[src/rtl/mux_arbiter.sv]
// rtl/mux_arbiter.sv - 4-requester burst arbiter driving the 4:1 mux selects
module mux_arbiter #(
    parameter int BURST_LEN = 4,
    parameter int CNT_W     = 3
) (
    input  logic       clk,
    input  logic       rst,
    input  logic [3:0] req,
    input  logic       mode,
    output logic [3:0] gnt,
    output logic       s0,
    output logic       s1,
    output logic       valid,
    output logic       done
);

    localparam logic [1:0] IDLE = 2'd0;
    localparam logic [1:0] BUSY = 2'd1;
    localparam logic [1:0] GAP  = 2'd2;

    localparam logic [CNT_W-1:0] CNT_LAST = CNT_W'(BURST_LEN - 1);

    logic [1:0]       state;
    logic [CNT_W-1:0] cnt;
    logic [1:0]       rr_ptr;
    logic [1:0]       pick;
    logic             found;
    logic [1:0]       idx;
    logic [1:0]       owner;
    logic             burst_end;

    // Winner search: fixed scans 0..3, round-robin scans rr_ptr+1 .. rr_ptr+4 (wrapping).
    always_comb begin
        pick  = 2'd0;
        found = 1'b0;
        idx   = 2'd0;
        if (!mode) begin
            for (int k = 0; k < 4; k++) begin
                if (!found && req[k]) begin
                    pick  = k[1:0];
                    found = 1'b1;
                end
            end
        end else begin
            for (int k = 1; k <= 4; k++) begin
                idx = rr_ptr + k[1:0];
                if (!found && req[idx]) begin
                    pick  = idx;
                    found = 1'b1;
                end
            end
        end
    end

    assign owner     = {s0, s1};
    assign burst_end = (cnt == CNT_LAST) || !req[owner];

    always_ff @(posedge clk or posedge rst) begin
        if (rst) begin
            state  <= IDLE;
            gnt    <= 4'b0000;
            s0     <= 1'b0;
            s1     <= 1'b0;
            valid  <= 1'b0;
            done   <= 1'b0;
            cnt    <= '0;
            rr_ptr <= 2'd3;
        end else begin
            case (state)
                IDLE: begin
                    if (|req) begin
                        gnt    <= 4'b0001 << pick;
                        s0     <= pick[1];
                        s1     <= pick[0];
                        valid  <= 1'b1;
                        cnt    <= '0;
                        rr_ptr <= pick;
                        state  <= BUSY;
                    end
                end
                BUSY: begin
                    cnt <= cnt + CNT_W'(1);
                    // Selects are left on the last owner so the mux output stays stable.
                    if (burst_end) begin
                        gnt   <= 4'b0000;
                        valid <= 1'b0;
                        done  <= 1'b1;
                        state <= GAP;
                    end
                end
                GAP: begin
                    done  <= 1'b0;
                    state <= IDLE;
                end
                default: begin
                    state <= IDLE;
                end
            endcase
        end
    end

endmodule

[config.mk]
export PLATFORM = sky130hd
export DESIGN_NAME = mux_arbiter
export DESIGN_NICKNAME = d
export VERILOG_FILES = /design/src/rtl/mux_arbiter.sv
export SDC_FILE = /design/constraint.sdc
export NUM_CORES = 1
export LEC_CHECK = 0
export BUFFER_PORTS_ARGS = -buffer_cell sky130_fd_sc_hd__buf_2
export CAP_MARGIN = 10
export CORE_UTILIZATION = 25
export CTS_CLUSTER_DIAMETER = 200
export CTS_CLUSTER_SIZE = 10
export DETAILED_ROUTE_END_ITERATION = 7
export SYNTH_ARGS = -nofsm -noshare
export SYNTH_HDL_FRONTEND = slang
export SYNTH_SLANG_ARGS = --single-unit
[constraint.sdc]
create_clock -name clk -period 1.6 [get_ports clk]
set_input_delay 0.32 -clock clk [delete_from_list [all_inputs] [get_ports clk]]
set_output_delay 0.32 -clock clk [all_outputs]
set_load 0.005 [all_outputs]
; Word level (Yosys, flattened, before mapping)
; Cells that the tools add are included.
[word_totals]
output_inout_bits = 8
reg_bits = 15
inputBits = 7
elab_cells = 89
[classes]
n_reduce_logical = 23
n_shift = 1
order_cmp = 5
mux = 43
addsub = 4
eq_ne = 5
[op_table]
columns = op, n
row1 = $mux 1, 21
row2 = $mux 2, 9
row3 = $lt 2x3->1 const B, 5
row4 = $bmux 1 s2, 5
row5 = $mux 4, 2
row6 = $pmux 4 s2, 1
row7 = $reduce_and 2->1, 4
row8 = $logic_not 1->1, 7
row9 = $logic_and 1x1->1, 6
row10 = $pmux 3 s2, 1
row11 = $add 2x2->2 const B, 2
row12 = $ne 2x2->1 const B, 2
row13 = $pmux 1 s2, 2
row14 = $pmux 2 s2, 1
row15 = $reduce_bool 2->1, 2
row16 = $reduce_or 4->1, 1
row17 = $shl 1x2->4 const A, 1
row18 = $add 3x1->3 const B, 1
row19 = $eq 3x2->1 const B, 1
row20 = $mux 3, 1
row21 = $reduce_and 3->1, 1
row22 = $add 2x1->2 const B, 1
row23 = $eq 2x1->1 const B, 1
row24 = $eq 2x2->1 const B, 1
row25 = other kinds (2), 2

; Logic depth before layout (Yosys ltp)
; Gate-level depths: netlist of the first run.
[logic_depth]
ltp_word = 20
mapped_depth = 6
ltp_nobuf = 6

; Least setup slack after synthesis of the first run
; Ideal clock, no wire load.
[synth_path]
kind = reg2reg
startpoint = register cnt[0]
endpoint = register gnt[1]
n_path_buf = 0
setup_ps = 95
arrival_time_ps = 1477
setup_slack_ps = 28
path_stages_with_launch = 7
required_time_ps = 1505
path_cell_list = dfrtp_1 ha_1 ha_1 or2_2 o221ai_2 nand3_1 o31ai_1
[synth_between]
elab_chain_cells = 4
[synth_lines]
columns = item, line
row1 = from (decl), 24  ; logic [CNT_W-1:0] cnt;
row2 = from (signal assigned), 82  ; cnt <= cnt + CNT_W'(1);
row3 = $eq 3x2->1, 56  ; assign burst_end = (cnt == CNT_LAST) || !req[owner];
row4 = $logic_or 1x1->1, 56
row5 = $ne 2x2->1 (no source line), --
row6 = $reduce_and 3->1 (no source line), --
row7 = to (signal assigned), 72  ; gnt <= 4'b0001 << pick;
row8 = to (decl), 10  ; output logic [3:0] gnt,
; No other way between the ends.
; A chain may end at the register's enable or synchronous reset.

; Final worst setup path of the first run
; Same ends and word-level chain as after synthesis.

==> impl_metrics.yaml, run 1 <==
outcome:
  status: "finished clean"
global_routing:
  grt_pass1_vias: 752
  grt_use_total_pct: 12.64
  grt_pass1_wl_um: 3401
  grt_start_max_net_pins: 16
  antenna_found_initial: 0
  grt_overflow: 0
clocking:
  cts_inserted_buffers: 3
  cts-root-buf: "clkbuf_4"
  clock-sinks: 15
  h-tree-depth: 1
  clock_latency_ns: 0.28
  clk_pin_slew_worst_paths_ns: 0.10
  cts_tree: "done"
  cts_hold_buf: 0
  clk_path_buf_depth: 2
setup_path:
  setup.worst_path.class: "register to register"
  crit_path_start_kind: "register"
  cp_data_arrival_time_ns: 1.73
  r2r_slack_ns: 0.06
  cp-end-kind: "register"
  critPathRequiredTime_ns: 1.80
  crit_fanout: 7
logic_synthesis:
  synthArstFlopShare_pct: 100.0
  synth_cell_types: 31
  synth_area_um2: 843.3
  synth.top_cells.by_area: "dfrtp_1 (39%), dfstp_2 (6.2%), mux2i_1 (3.6%), nand3_1 (3.6%), nand2_1 (3.6%)"
  synth-main-ff-cell: "dfrtp_1"
  yosysMostFrequentCell: "dfrtp_1"
  synthAdderAreaFrac_pct: 2.967
  synth_top_area_cell: "dfrtp_1"
  synth_edf_count: 0
  synth_top_family_by_area: "compound AO/OA/AOI/OAI gates"
  synth_simple_gate_area_share_pct: 18.99
  synthMuxAreaShare_pct: 4.896
  synth_fp_nets: 94
  avgSynthCellArea_um2: 9.921
  seq_area_frac_synth_pct: 44.81
  synth_warnings: 0
  synth_xor_area_share_pct: 0
  yosys-top-cells-count: "dfrtp_1 (13), nand2_1 (8), nand3_1 (6), nor2_1 (6), a21oi_1 (5)"
  ys_ff_latch: 15
  synth.top_cell.area_share_pct: 38.58
  synth_cells: 85
  synth_compound_area_share_pct: 24.04
finish:
  layout-drive-gt1-share_pct: 39.42
  final_nets: 114
  seq_area_um2: 377.9
  multi_input_area_um2: 485.5
  stdcell_area_um2: 1061
  n_antenna_cell: 0
  area_growth_pct: 25.82
  fillers: 331
hold_path:
  hold_path.class: "input pin to asynchronous set/reset pin"
sta:
  slew_viol_final: 0
  worst_pin_slew_ns: 0.5506
  fin_crit_sh_pct: 96.06
  finalHoldViolations: 0
  min_period_ns: 1.537
  fin_skew_ns: 0.006488
  fmax_mhz: 650.7
  fin_hold_ws_ns: 0.06579
  rsz0062_at_grt: "yes"
  relSlewSlack_pct: 63.25
  setup_viol: 0
drt:
  first_pass_iters: 4
  wl_per_cell_um: 12.89
  vias: 699
  drc: 0
  detail_route.iter0.violations: 6
  final_antenna_net_count: 0
  drt-vias-per-instance: 4.723
  wl_um: 1907
power:
  irDropWorstVdd_uv: 641.2
  powerDensity_nw_per_um2: 1836
  leakagePower_nw: 0.4568
floorplan:
  core_um2: 3128
  rows: 20
  initial_core_util_pct: 26.96
  die_area_um2: 3610
  die_h_um: 60.08
  ios: 15
  die_w_um: 60.08
placed_design:
  dpl_cell_area_um2: 969.7
  dp_hpwl_um: 1400
  routabilityCongestion: 0.7785
  placement.io_buffers: 14
flow_run:
  maxCapViolCount: 0
## worst paths after layout
kind / start / depth (start not counted) / end
setup / recovery: cnt[0] / 6 / gnt[1]
hold / removal: rst / 2 / state[1]
setup reg to reg: cnt[0] / 6 / gnt[1]
hold reg to reg: valid / 2 / valid
max in group asynchronous: rst / 2 / rr_ptr[1]
min in group clk: valid / 2 / valid
## cells in the final DEF, fill, tap and decap left out, drive strengths merged, types with 2 or more instances in the layout
cell,Yosys,routed
dfrtp,13,13
o2bb2ai,2,2
ha,2,2
inv,4,4
clkbuf,0,3
nand3,6,6
a211oi,2,2
dfstp,2,2
nor2,8,8
a21oi,5,5
o21ai,5,5
o221ai,2,2
nand2b,3,3
o31ai,4,4
mux2i,3,3
nor2b,3,3
buf,3,18
nand2,8,8
## routing by layer
metal / track usage (%) / up-vias / wire (µm)
li1: - / 349 / -
met2: 19.84 / 9 / 956
met4: 6.977 / 0 / 19
met3: 1.732 / 2 / 52
met1: 16.64 / 339 / 879
met5: 0 / - / 0
## cells by family (layout without fill, tap and decap cells)
kind of cell             after synthesis  after routing
AO/OA/AOI/OAI                         26             26
AND/OR/NAND/NOR                       31             31
flip-flops                            15             15
adder cells (fa/ha/maj)                2              2
multiplexers                           4              4
buffers and inverters                  7             26
## flip-flops by register name, indices dropped and copies added (netlist names)
signal  count
done        1
valid       1
gnt         4
state       2
s1          1
cnt         3
s0          1
rr_ptr      2
## metrics by stage
| step | setup TNS (ns) | worst slack [ns] | power (mW) | utilization (%) | instances |
|---|---|---|---|---|---|
| final | 0 | 0.06311 | 1.948 | 33.92 | 148 |
| after detailed placement | -0.5063 | -0.1227 | 1.604 | 31.00 | 143 |
| after global routing | -0.02078 | -0.01186 | 2.138 | 33.92 | 148 |
| after CTS | 0 | 0.01936 | 1.868 | 32.32 | 147 |
| after global placement | -0.2493 | -0.07268 | 1.568 | 31.00 | 143 |
| after floorplan | 0 | 0.02788 | 1.328 | - | 85 |
## area by class of cell
type	count	share of cell area (%)
tap	44	5.189
timing repair buffer	18	9.434
clock buffer	3	2.123
inverter	4	1.415
multi-input combinational	63	45.75
sequential	15	35.61
clock inverter	1	0.4717
## what timing repair did
action | CTS | global route
gates resized for setup | 2 | 8
setup endpoints to repair | 7 | 4
pin swaps | 2 | 5
setup buffers | 0 | 1
## worst max-delay path, stage by stage (launching register included)
cell	delay, ns
dfrtp_1	0.39
ha_2	0.20
ha_4	0.15
or2_4	0.24
o221ai_4	0.26
nand3_1	0.12
o31ai_1	0.08
## where the power goes
group | internal [mW] | switching [mW] | total, mW
Sequential | 0.573 | 0.171 | 0.745
Combinational | 0.473 | 0.514 | 0.987
Clock | 0.0926 | 0.124 | 0.216
Total | 1.14 | 0.809 | 1.95
Note: power is estimated with default switching activity, not from simulation.
==> run 2, diff against run 1 <==
CORE_ASPECT_RATIO = 1.5   (was not set)
==> impl_metrics.yaml, run 2 (same netlist as run 1, synthesis figures left out) <==
clocking:
  clock_latency_ns: 0.25
  cts_tree: "done"
  clk_path_buf_depth: 2
  cts-root-buf: "clkbuf_8"
  cts_hold_buf: 0
  clk_pin_slew_worst_paths_ns: 0.06
  clock-sinks: 15
  cts_inserted_buffers: 3
  h-tree-depth: 1
setup_path:
  setup.worst_path.class: "register to register"
  cp_cell_sequence: "and3b_1, a211oi_4, a2bb2oi_4, o31ai_1"
  cpMaxStageDelayCell: "dfstp_2"
  crit_fanout: 5
  crit_path_start_kind: "register"
  critPathRequiredTime_ns: 1.72
  cp_data_arrival_time_ns: 1.66
  critPathBufInv: 0
  cp-end-kind: "register"
  cpPeakStageDelay_ns: 0.57
  cp_top_family: "compound AO/OA/AOI/OAI gates"
floorplan:
  die_w_um: 49.42
  rows: 25
  initial_core_util_pct: 26.43
  core_um2: 3191
  die_h_um: 73.13
  die_area_um2: 3614
  ios: 15
finish:
  final_nets: 114
  area_growth_pct: 31.01
  regMostFlops: "gnt"
  layout-drive-gt1-share_pct: 38.46
  final_common_cell: "buf_2"
  stdcell_area_um2: 1105
  final_cell_mix: "buf_2 (14), dfrtp_1 (13), nand2_1 (8)"
  n_antenna_cell: 0
  fillers: 345
  layoutNonFillerInstCount: 144
  largest_register_ffs: 4
  top_regs: "gnt (4), cnt (3)"
outcome:
  status: "finished clean"
sta:
  setup_viol: 0
  slew_viol_final: 0
  min_period_ns: 1.548
  relSlewSlack_pct: 62.63
  fin_crit_sh_pct: 96.76
  finalHoldViolations: 0
  fin_hold_ws_ns: 0.1127
  fin_skew_ns: 0.005512
  worst_pin_slew_ns: 0.5600
  fmax_mhz: 646.0
placed_design:
  placement.io_buffers: 14
  dpl_cell_area_um2: 957.2
  dp_hpwl_um: 1420
  routabilityCongestion: 0.6863
  place_inst: 138
drt:
  final_antenna_net_count: 0
  first_pass_iters: 4
  drt-vias-per-instance: 5.063
  drc: 0
  wl_per_cell_um: 13.67
  wl_um: 1969
  vias: 729
  detail_route.iter0.violations: 14
global_routing:
  grt_pass1_vias: 701
  grt_overflow: 0
  grt_pass1_wl_um: 3049
  grt_use_total_pct: 11.17
  antenna_found_initial: 0
  grt_start_max_net_pins: 16
power:
  leakagePower_nw: 0.4711
  p_total_mw: 2.109
  powerDensity_nw_per_um2: 1909
  irDropWorstVdd_uv: 500.1
hold_path:
  hold_path.class: "input pin to asynchronous set/reset pin"
flow_run:
  maxCapViolCount: 0
## run 2: metal layers
| metal | GRT usage [%] | routed length [µm] | vias up |
|---|---|---|---|
| met1 | 11.11 | 753 | 357 |
| met3 | 1.250 | 48 | 5 |
| met4 | 7.619 | 55 | 0 |
| met5 | 0 | 0 | - |
| met2 | 21.31 | 1111 | 19 |
| li1 | - | - | 348 |
## run 2: timing repair
item | CTS | global route
buffers inserted | 0 | 2
gates resized for setup | 2 | 13
pin swaps | 2 | 4
endpoints found under the setup margin | 6 | 4
cloned | 0 | 0
## run 2: where the power goes
group | switching, mW | leakage (nW) | internal [mW]
Sequential | 0.162 | 0.181 | 0.575
Combinational | 0.567 | 0.267 | 0.502
Clock | 0.126 | 0.0228 | 0.176
Total | 0.855 | 0.471 | 1.25
## run 2: stage by stage
step	TNS, ns	util, %	setup slack, ns
final	0	34.63	0.05190
after floorplan	0	-	0.02788
after global routing	-0.01660	34.63	-0.01010
after global placement	-0.1386	30.00	-0.04627
after CTS	0	31.84	0.03229
after detailed placement	-0.4353	30.00	-0.1145
## run 2: cell type report
cell class              instances  area, µm²  share of cell area (%)
multi-input cells              63      513.0                   46.43
clock buffers                   4      45.04                   4.077
flip-flops and latches         15      377.9                   34.20
well taps                      40      50.05                   4.530
inverters                       4      15.01                   1.359
repair buffers                 18      103.9                   9.400
## run 2: path summary, 6_finish.rpt
check / start / to / slack, ns / cells past startpoint
max in group asynchronous: rst / rr_ptr[1] / 1.11 / 2
min: rst / valid / 0.11 / 2
max: rr_ptr[0] / gnt[3] / 0.05 / 4
max reg2reg: rr_ptr[0] / gnt[3] / 0.05 / 4
min in group clk: valid / valid / 0.48 / 2
min reg2reg: valid / valid / 0.48 / 2
==> run 3, diff against run 2 <==
clock period = 1.3 ns   (was 1.6 ns; I/O delays follow)
==> impl_metrics.yaml, run 3 (same netlist as run 1, synthesis figures left out) <==
sta:
  fin_skew_ns: 0.002684
  min_period_ns: 1.500
  relSlewSlack_pct: 61.37
  rsz0062_at_grt: "yes"
  fmax_mhz: 666.7
  setup-tns-final_ns: -1.462
  setup_viol: 12
  worst_pin_slew_ns: 0.5788
  fin_hold_ws_ns: 0.06342
  slew_viol_final: 0
  setup_ws_ns: -0.1998
  fin_crit_sh_pct: 115.4
  finalHoldViolations: 0
placed_design:
  pre_cts_slack_ns: -0.1976
  place_inst: 144
  dpl_cell_area_um2: 1031
  placement.io_buffers: 14
  dp_hpwl_um: 1440
  routabilityCongestion: 0.8228
finish:
  top_regs: "gnt (4), cnt (3)"
  utilization_pct: 36.00
  final_cell_mix: "buf_2 (14), dfrtp_1 (13), buf_4 (11)"
  fillers: 351
  largest_register_ffs: 4
  layoutNonFillerInstCount: 151
  final_common_cell: "buf_2"
  multi_input_area_um2: 508.0
  area_growth_pct: 36.20
  n_antenna_cell: 0
  final_nets: 121
  stdcell_area_um2: 1149
  regMostFlops: "gnt"
  layout-drive-gt1-share_pct: 45.95
  seq_area_um2: 377.9
global_routing:
  antenna_found_initial: 0
  grt_use_total_pct: 11.99
  grt_pass1_wl_um: 3291
  grt_pass1_vias: 759
  grt_overflow: 0
  grt_start_max_net_pins: 16
flow_run:
  maxCapViolCount: 0
floorplan:
  core_um2: 3191
  die_w_um: 49.42
  initial_core_util_pct: 26.43
  rows: 25
  die_area_um2: 3614
  ios: 15
  die_h_um: 73.13
clocking:
  clk_path_buf_depth: 2
  h-tree-depth: 1
  clock-sinks: 15
  cts_tree: "done"
  cts_inserted_buffers: 3
  clk_pin_slew_worst_paths_ns: 0.06
  clock_latency_ns: 0.25
  cts-root-buf: "clkbuf_8"
  cts_hold_buf: 0
outcome:
  violations: "setup timing"
  status: "complete, but fails checks"
drt:
  final_antenna_net_count: 0
  first_pass_iters: 4
  vias: 741
  drt-vias-per-instance: 4.907
  drc: 0
  detail_route.iter0.violations: 7
  wl_um: 1976
  wl_per_cell_um: 13.09
setup_path:
  crit_fanout: 7
  cp-end-kind: "register"
  cp_data_arrival_time_ns: 1.65
  setup.worst_path.class: "register to register"
  crit_path_start_kind: "register"
  critPathRequiredTime_ns: 1.46
power:
  powerDensity_nw_per_um2: 2332
  p_total_mw: 2.679
  irDropWorstVdd_uv: 1315
  leakagePower_nw: 0.5038
hold_path:
  hold_path.class: "input pin to asynchronous set/reset pin"
-- run 3: cell count changes in the layout (fill, tap and decap cells not counted), sizes merged --
cell  change
buf       +7
-- run 3: worst paths after layout --
check / start / end / slack, ns / depth (start not counted)
setup / recovery: cnt[1] / gnt[3] / -0.20 / 6
hold / removal: rst / cnt[2] / 0.06 / 2
setup reg to reg: cnt[1] / gnt[3] / -0.20 / 6
hold reg to reg: valid / valid / 0.47 / 2
max in group asynchronous: rst / gnt[3] / 0.86 / 2
min in group clk: valid / valid / 0.47 / 2
-- run 3: layout make-up --
| type | count | area share, % |
|---|---|---|
| inverter | 4 | 1.307 |
| clock buffer | 4 | 3.922 |
| sequential | 15 | 32.90 |
| multi-input combinational | 63 | 44.23 |
| timing repair buffer | 25 | 13.29 |
| tap | 40 | 4.357 |
-- run 3: power by group --
part	switching (mW)	leakage, nW	internal [mW]
Combinational	0.696	0.300	0.716
Clock	0.155	0.0228	0.217
Sequential	0.187	0.181	0.708
Total	1.04	0.504	1.64
-- run 3: what timing repair did --
| item | CTS | global route |
|---|---|---|
| setup endpoints to repair | 12 | 12 |
| pin swaps | 4 | 1 |
| resized for setup | 8 | 1 |
| setup buffers | 1 | 2 |
-- run 3: worst max-delay path, cell delays in order, from the launching register on --
cell      delay (ns)
dfrtp_1         0.38
ha_2            0.20
ha_4            0.15
or2_4           0.24
o221ai_4        0.23
nand3_1         0.12
o31ai_1         0.08
-- run 3: per-layer routing --
layer / share of wire [%] / global-route usage [%] / vias up
met5: 0 / 0 / -
met1: 43 / 13.66 / 358
met4: 2.6 / 7.937 / 0
met3: 2.3 / 1.458 / 5
li1: - / - / 364
met2: 52 / 20.85 / 14
